File: src/rtl/alu_pkg.sv
// Shared ALU definitions: datapath width, select width and named operation selects.
// Used by the alu, the execution unit and any bench driving them.
package alu_pkg;

  localparam int unsigned ALU_W = 32;
  localparam int unsigned SEL_W = 3;

  typedef enum logic [SEL_W-1:0] {
    AluAdd = 3'b000,
    AluSub = 3'b001,
    AluAnd = 3'b010,
    AluOr  = 3'b011,
    AluXor = 3'b100,
    AluSll = 3'b101,
    AluSrl = 3'b110,
    AluSlt = 3'b111
  } alu_sel_e;

endpackage

File: src/rtl/alu.sv
// Combinational ALU.
// Ports: a_i/b_i operands, sel_i operation select (alu_sel_e encoding),
//        res_o result, z_o result==0, c_o carry, v_o signed overflow.
// Carry: ADD gives the carry out; SUB gives the carry out of a + ~b + 1, i.e. 1 when there
// is no borrow (a >= b unsigned). Logic, shift and SLT operations give c=0, v=0.
// Shifts use b_i[4:0] as the shift amount; SLT is a signed compare giving 0 or 1.
module alu
  import alu_pkg::*;
(
  input  logic [ALU_W-1:0] a_i,
  input  logic [ALU_W-1:0] b_i,
  input  logic [SEL_W-1:0] sel_i,
  output logic [ALU_W-1:0] res_o,
  output logic             z_o,
  output logic             c_o,
  output logic             v_o
);

  localparam int unsigned ShW = $clog2(ALU_W);
  localparam int unsigned Msb = ALU_W - 1;

  logic [ALU_W:0] sum;
  logic [ALU_W:0] diff;
  logic           v_add;
  logic           v_sub;

  assign sum   = {1'b0, a_i} + {1'b0, b_i};
  assign diff  = {1'b0, a_i} + {1'b0, ~b_i} + {{ALU_W{1'b0}}, 1'b1};
  assign v_add = (a_i[Msb] == b_i[Msb]) && (sum[Msb] != a_i[Msb]);
  assign v_sub = (a_i[Msb] != b_i[Msb]) && (diff[Msb] != a_i[Msb]);

  always_comb begin
    res_o = '0;
    c_o   = 1'b0;
    v_o   = 1'b0;
    case (alu_sel_e'(sel_i))
      AluAdd: begin
        res_o = sum[ALU_W-1:0];
        c_o   = sum[ALU_W];
        v_o   = v_add;
      end
      AluSub: begin
        res_o = diff[ALU_W-1:0];
        c_o   = diff[ALU_W];
        v_o   = v_sub;
      end
      AluAnd: res_o = a_i & b_i;
      AluOr:  res_o = a_i | b_i;
      AluXor: res_o = a_i ^ b_i;
      AluSll: res_o = a_i << b_i[ShW-1:0];
      AluSrl: res_o = a_i >> b_i[ShW-1:0];
      // Signed less-than: sign of the difference corrected by overflow.
      AluSlt: res_o = {{(ALU_W-1){1'b0}}, diff[Msb] ^ v_sub};
    endcase
  end

  assign z_o = (res_o == '0);

endmodule

File: src/rtl/alu_rsp_fifo.sv
// Response FIFO, DEPTH entries of W bits, head presented combinationally.
// Ports: clk_i, rst_i (async active-high), push_i/push_data_i write the tail,
//        pop_i advances the head, head_o current head entry, count_o occupancy.
// The caller must not push when full without popping, nor pop when empty.
module alu_rsp_fifo #(
  parameter int unsigned DEPTH = 4,
  parameter int unsigned W     = 8
) (
  input  logic                     clk_i,
  input  logic                     rst_i,
  input  logic                     push_i,
  input  logic [W-1:0]             push_data_i,
  input  logic                     pop_i,
  output logic [W-1:0]             head_o,
  output logic [$clog2(DEPTH):0]   count_o
);

  localparam int unsigned PtrW = $clog2(DEPTH);

  logic [W-1:0]    mem_q [DEPTH];
  logic [PtrW-1:0] wptr_q, rptr_q;
  logic [PtrW:0]   count_q, count_d;

  always_comb begin
    count_d = count_q;
    if (push_i && !pop_i) count_d = count_q + (PtrW+1)'(1);
    if (pop_i && !push_i) count_d = count_q - (PtrW+1)'(1);
  end

  // Storage is reset so the head reads zero after reset.
  always_ff @(posedge clk_i or posedge rst_i) begin
    if (rst_i) begin
      wptr_q  <= '0;
      rptr_q  <= '0;
      count_q <= '0;
      for (int i = 0; i < int'(DEPTH); i++) mem_q[i] <= '0;
    end else begin
      if (push_i) begin
        mem_q[wptr_q] <= push_data_i;
        wptr_q        <= wptr_q + PtrW'(1);
      end
      if (pop_i) rptr_q <= rptr_q + PtrW'(1);
      count_q <= count_d;
    end
  end

  assign head_o  = mem_q[rptr_q];
  assign count_o = count_q;

endmodule

File: src/rtl/alu_exec_unit.sv
// Handshaked ALU execution front-end: request regs -> alu -> response FIFO.
// Ports: clk_i, rst_i (async active-high);
//        req_valid_i/req_ready_o with req_opa_i, req_opb_i, req_sel_i, req_tag_i;
//        rsp_valid_o/rsp_ready_i with rsp_res_o, rsp_z_o, rsp_c_o, rsp_v_o, rsp_tag_o;
//        flags_clr_i clears sticky_zcv_o; op_count_o counts enqueued results (wraps).
module alu_exec_unit
  import alu_pkg::*;
#(
  parameter int unsigned DEPTH = 4,
  parameter int unsigned TAG_W = 4,
  parameter int unsigned CNT_W = 16
) (
  input  logic             clk_i,
  input  logic             rst_i,
  input  logic             req_valid_i,
  output logic             req_ready_o,
  input  logic [ALU_W-1:0] req_opa_i,
  input  logic [ALU_W-1:0] req_opb_i,
  input  logic [SEL_W-1:0] req_sel_i,
  input  logic [TAG_W-1:0] req_tag_i,
  output logic             rsp_valid_o,
  input  logic             rsp_ready_i,
  output logic [ALU_W-1:0] rsp_res_o,
  output logic             rsp_z_o,
  output logic             rsp_c_o,
  output logic             rsp_v_o,
  output logic [TAG_W-1:0] rsp_tag_o,
  input  logic             flags_clr_i,
  output logic [2:0]       sticky_zcv_o,
  output logic [CNT_W-1:0] op_count_o
);

  localparam int unsigned PtrW = $clog2(DEPTH);
  localparam int unsigned EntW = ALU_W + 3 + TAG_W;

  logic             s1_valid_q;
  logic [ALU_W-1:0] s1_opa_q, s1_opb_q;
  logic [SEL_W-1:0] s1_sel_q;
  logic [TAG_W-1:0] s1_tag_q;

  logic             accept, push, pop;
  logic [ALU_W-1:0] alu_res;
  logic             alu_z, alu_c, alu_v;
  logic [EntW-1:0]  head;
  logic [PtrW:0]    count;
  logic [PtrW+1:0]  used;

  logic [2:0]       sticky_q, sticky_d;
  logic [CNT_W-1:0] op_count_q, op_count_d;

  // Credit check uses only registered state: a slot is held for the op in stage 1,
  // so stage 1 can always push on the following edge.
  assign used        = {1'b0, count} + (PtrW+2)'(s1_valid_q);
  assign req_ready_o = used < (PtrW+2)'(DEPTH);
  assign accept      = req_valid_i && req_ready_o;
  assign push        = s1_valid_q;
  assign rsp_valid_o = (count != '0);
  assign pop         = rsp_valid_o && rsp_ready_i;

  always_ff @(posedge clk_i or posedge rst_i) begin
    if (rst_i) begin
      s1_valid_q <= 1'b0;
      s1_opa_q   <= '0;
      s1_opb_q   <= '0;
      s1_sel_q   <= '0;
      s1_tag_q   <= '0;
    end else begin
      s1_valid_q <= accept;
      if (accept) begin
        s1_opa_q <= req_opa_i;
        s1_opb_q <= req_opb_i;
        s1_sel_q <= req_sel_i;
        s1_tag_q <= req_tag_i;
      end
    end
  end

  alu u_alu (
    .a_i   (s1_opa_q),
    .b_i   (s1_opb_q),
    .sel_i (s1_sel_q),
    .res_o (alu_res),
    .z_o   (alu_z),
    .c_o   (alu_c),
    .v_o   (alu_v)
  );

  alu_rsp_fifo #(
    .DEPTH (DEPTH),
    .W     (EntW)
  ) u_fifo (
    .clk_i       (clk_i),
    .rst_i       (rst_i),
    .push_i      (push),
    .push_data_i ({alu_res, alu_z, alu_c, alu_v, s1_tag_q}),
    .pop_i       (pop),
    .head_o      (head),
    .count_o     (count)
  );

  assign {rsp_res_o, rsp_z_o, rsp_c_o, rsp_v_o, rsp_tag_o} = head;

  // Clear takes priority over a same-edge push.
  always_comb begin
    sticky_d   = sticky_q;
    op_count_d = op_count_q;
    if (push) begin
      sticky_d   = sticky_q | {alu_z, alu_c, alu_v};
      op_count_d = op_count_q + CNT_W'(1);
    end
    if (flags_clr_i) sticky_d = '0;
  end

  always_ff @(posedge clk_i or posedge rst_i) begin
    if (rst_i) begin
      sticky_q   <= '0;
      op_count_q <= '0;
    end else begin
      sticky_q   <= sticky_d;
      op_count_q <= op_count_d;
    end
  end

  assign sticky_zcv_o = sticky_q;
  assign op_count_o   = op_count_q;

endmodule

File: config.mk
export PLATFORM = sky130hd
export DESIGN_NAME = alu_exec_unit
export DESIGN_NICKNAME = d
export VERILOG_FILES = /design/src/rtl/alu_pkg.sv /design/src/rtl/alu.sv /design/src/rtl/alu_rsp_fifo.sv /design/src/rtl/alu_exec_unit.sv
export SDC_FILE = /design/constraint.sdc
export NUM_CORES = 1
export LEC_CHECK = 0
export BUFFER_PORTS_ARGS = -buffer_cell sky130_fd_sc_hd__buf_2
export CORE_ASPECT_RATIO = 2
export CORE_MARGIN = 3
export CORE_UTILIZATION = 55
export DETAILED_ROUTE_END_ITERATION = 6
export PLACE_DENSITY = 0.8
export SKIP_CTS_REPAIR_TIMING = 1
export SYNTH_ARGS = -nofsm -noshare
export SYNTH_HDL_FRONTEND = slang
export SYNTH_SLANG_ARGS = --single-unit
File: constraint.sdc
create_clock -name clk_i -period 15.25 [get_ports clk_i]
set_input_delay 3.05 -clock clk_i [delete_from_list [all_inputs] [get_ports clk_i]]
set_output_delay 3.05 -clock clk_i [all_outputs]
set_load 0.02 [all_outputs]
==> metrics.txt <==
Synth Flop Type dfrtp_1; Buffers on Ports 135; simple logic cell fraction of the synthesized area 14.70%; Mapped Nets 2449; row count 99; Slew @ Worst Pin 1.535 ns; max-cap check violation count 1; Final Hold Fails 0; first-pass GRT wire length 132500 um; pin count of the biggest net entering global routing 111; violated checks DRC, capacitance limit, slew limit; global route overflow 0; final worst path period share 49.33%; maximum clock path buffer count 3; Num CTS Buffers 24; # fillers 3115; Max Slew Vio Count 2; CP max stage cell o311ai_1; layout cells sized above 1 18.37%; area of the multi-input gates 12790 um^2; number of global-route vias before repair 20040; DRC violations left 6; Synth cell types 111; EDFF count, synth 0; Antenna Nets Post-Route 0; wirelength, routed 91720 um; post-synthesis xor/xnor area fraction 1.780%; Placement Cell Area 21210 um^2; compound-cell area share of the yosys netlist 21.93%; Max-Slew Margin vs Limit -3.621%; nets 2468; Worst Path Max Fanout 51; Final min period 7.522 ns; initial DRC count 2162; worst path cell trace inv_1 > buf_4 > ha_1 > nand2b_1 > o2111a_1 > o31ai_1 > o311ai_1 > a31oi_1 > o41ai_1 > a21oi_1 > o21bai_1 > fa_1 > mux2i_1 > a32oi_1 > o21ai_0 > a2111oi_0 > a22oi_1 > nor4b_1 > nand4_1 > nor4_2 > nand4_2 > o31ai_2; Fin Setup TNS 0 ns; root buffer selected by CTS clkbuf_16; post-DP HPWL 68500 um; Warnings, synthesis 0; htree depth 1; RSZ-0062 raised after global routing no; Clk Latency, worst-skew pair 0.55 ns; vias 20020; slowest cell delay on critical path 0.79 ns; DR pass1 iterations 7; Die Height 280.1 um; io pins 136; outcome finished, violations left; Antenna Cells 0; adder-cell share of the synthesized area 6.625%; initial antenna violation count 3; Synth Register Bits 254; placer congestion estimate 1.115; design area 22070 um^2; die area 40070 um^2; Mapped Area 20660 um^2; number of vias per cell 7.263; sequential fraction of the synthesis area 30.76%; Fmax achieved 132.9 MHz; Cells after Synth 2266; Worst-path clk slew 0.07 ns; wire per inst 33.27 um; Setup Viol. Count Final 0; overall routing resource usage 44.93%; core box area 36790 um^2; CP Launch Type register; largest family of logic cells by synthesized area compound AO/OA/AOI/OAI gates; Sink Count 254; mux cell area share after synthesis 16.72%; syn_area_per_cell 9.118 um^2; Post-synth ARST share 100.0%; TritonCTS clock tree yes; chip width 143.1 um; FF+latch area 6371 um^2; Worst Path Required 15.71 ns; Max Clock Skew 0.01406 ns; most common cell after layout, fill and taps aside nand2_1; P&R area growth vs syn 6.807%; commonest non-fill, non-tap cells in the layout 266 x nand2_1, 248 x dfrtp_1, 221 x o21ai_0; hold crit path type reg -> reg; critical path type reg -> reg; CP endpoint kind register; WP data arrival 7.98 ns; Initial Util 56.16%
==> area by class of cell <==
type | count | share of cell area (%)
timing repair buffer | 182 | 4.660
tap | 454 | 2.574
clock buffer | 29 | 3.039
inverter | 117 | 2.030
clock inverter | 15 | 0.8504
multi-input combinational | 1706 | 57.98
sequential | 254 | 28.87
==> metal layers <==
layer	vias up	routed length [um]	global-route usage (%)
li1	8391	-	-
met1	9833	28830	46.36
met2	1322	44100	75.02
met3	474	7461	9.040
met4	4	11290	41.06
met5	-	35	0
==> critical path: cells and delay by family, from the launching register on <==
family / cells / cell delay [ns]
buffers and inverters: 2 / 0.54
AND/OR/NAND/NOR: 5 / 1.28
flip-flops: 1 / 0.72
AO/OA/AOI/OAI: 12 / 4.04
multiplexers: 1 / 0.09
adder cells (fa/ha/maj): 2 / 0.72
==> cells in the mapped netlist, types with 8 or more instances <==
master / count / area share (%)
a21o_1: 13 / 0.47
nand4_1: 15 / 0.45
xnor2_1: 30 / 1.3
mux2i_1: 71 / 3.4
mux4_1: 10 / 1.3
a211o_1: 8 / 0.34
o22ai_1: 45 / 1.4
or3_1: 15 / 0.45
o21a_1: 8 / 0.29
nor2b_1: 26 / 0.79
nand2_1: 270 / 4.9
mux2_2: 65 / 3.5
nor3_1: 37 / 0.90
ha_1: 103 / 6.2
o211ai_1: 24 / 0.87
nand3_1: 41 / 0.99
buf_6: 11 / 0.60
dfrtp_1: 254 / 31
clkbuf_1: 109 / 2.0
nor2_1: 140 / 2.5
a21oi_1: 98 / 2.4
o21ai_0: 221 / 5.4
o31ai_1: 22 / 0.80
buf_1: 12 / 0.22
a221oi_1: 10 / 0.42
mux4_2: 77 / 8.4
o21bai_1: 10 / 0.36
nand2b_1: 19 / 0.58
inv_1: 116 / 2.1
clkbuf_8: 15 / 1.0
a211oi_1: 24 / 0.87
xor2_1: 12 / 0.51
o21ai_1: 9 / 0.22
nor4_1: 16 / 0.48
o221ai_1: 10 / 0.42
a31oi_1: 23 / 0.70
a22oi_1: 38 / 1.4
buf_2: 27 / 0.65
and3_1: 12 / 0.36
o2111ai_1: 10 / 0.42
==> sequential cells by signal (all words and copies together) (netlist names) <==
signal and count:
u_fifo.rptr_q 2, s1_opb_q 32, s1_tag_q 4, push 1, op_count_o 16, u_fifo.count_o 3, s1_opa_q 32, u_fifo.mem_q 156
s1_sel_q 3, u_fifo.wptr_q 2, sticky_zcv_o 3
==> path summary, 6_finish.rpt <==
path,slack [ns],startpoint,end,cells after the start
min in group asynchronous,2.65,rst_i,u_fifo.mem_q[108]$_DFFE_PP0P_,2
max in group asynchronous,10.09,rst_i,u_fifo.rptr_q[0]$_DFFE_PP0P_,4
worst max register to register,7.73,s1_opb_q[2]$_DFFE_PP0P_,sticky_zcv_o[2]$_DFFE_PP0P_,22
worst max-delay path,7.73,s1_opb_q[2]$_DFFE_PP0P_,sticky_zcv_o[2]$_DFFE_PP0P_,22
worst min-delay path,0.48,u_fifo.mem_q[31]$_DFFE_PP0P_,u_fifo.mem_q[31]$_DFFE_PP0P_,2
worst min register to register,0.48,u_fifo.mem_q[31]$_DFFE_PP0P_,u_fifo.mem_q[31]$_DFFE_PP0P_,2
==> logic make-up after synthesis <==
family	count (synthesis)
flip-flops	254
multiplexers	224
AO/OA/AOI/OAI	687
buffers and inverters	306
XOR/XNOR	42
AND/OR/NAND/NOR	646
adder cells (fa/ha/maj)	107
==> through the flow <==
step | setup WS, ns | cells | hold WS (ns) | utilization [%]
3_3_place_gp | 8.338 | 2713 | 0.4558 | 57.65
2_1_floorplan | 5.215 | 2266 | 0.4446 | -
5_1_grt | 7.307 | 2757 | 0.5021 | 59.99
4_1_cts | 8.111 | 2757 | 0.4806 | 59.99
3_5_place_dp | 8.144 | 2713 | 0.4682 | 57.65
6_report | 7.728 | 2757 | 0.4779 | 59.99
Power is not shown: default switching activity piles up to over one toggle a cycle in this logic, so the estimate is an artifact.
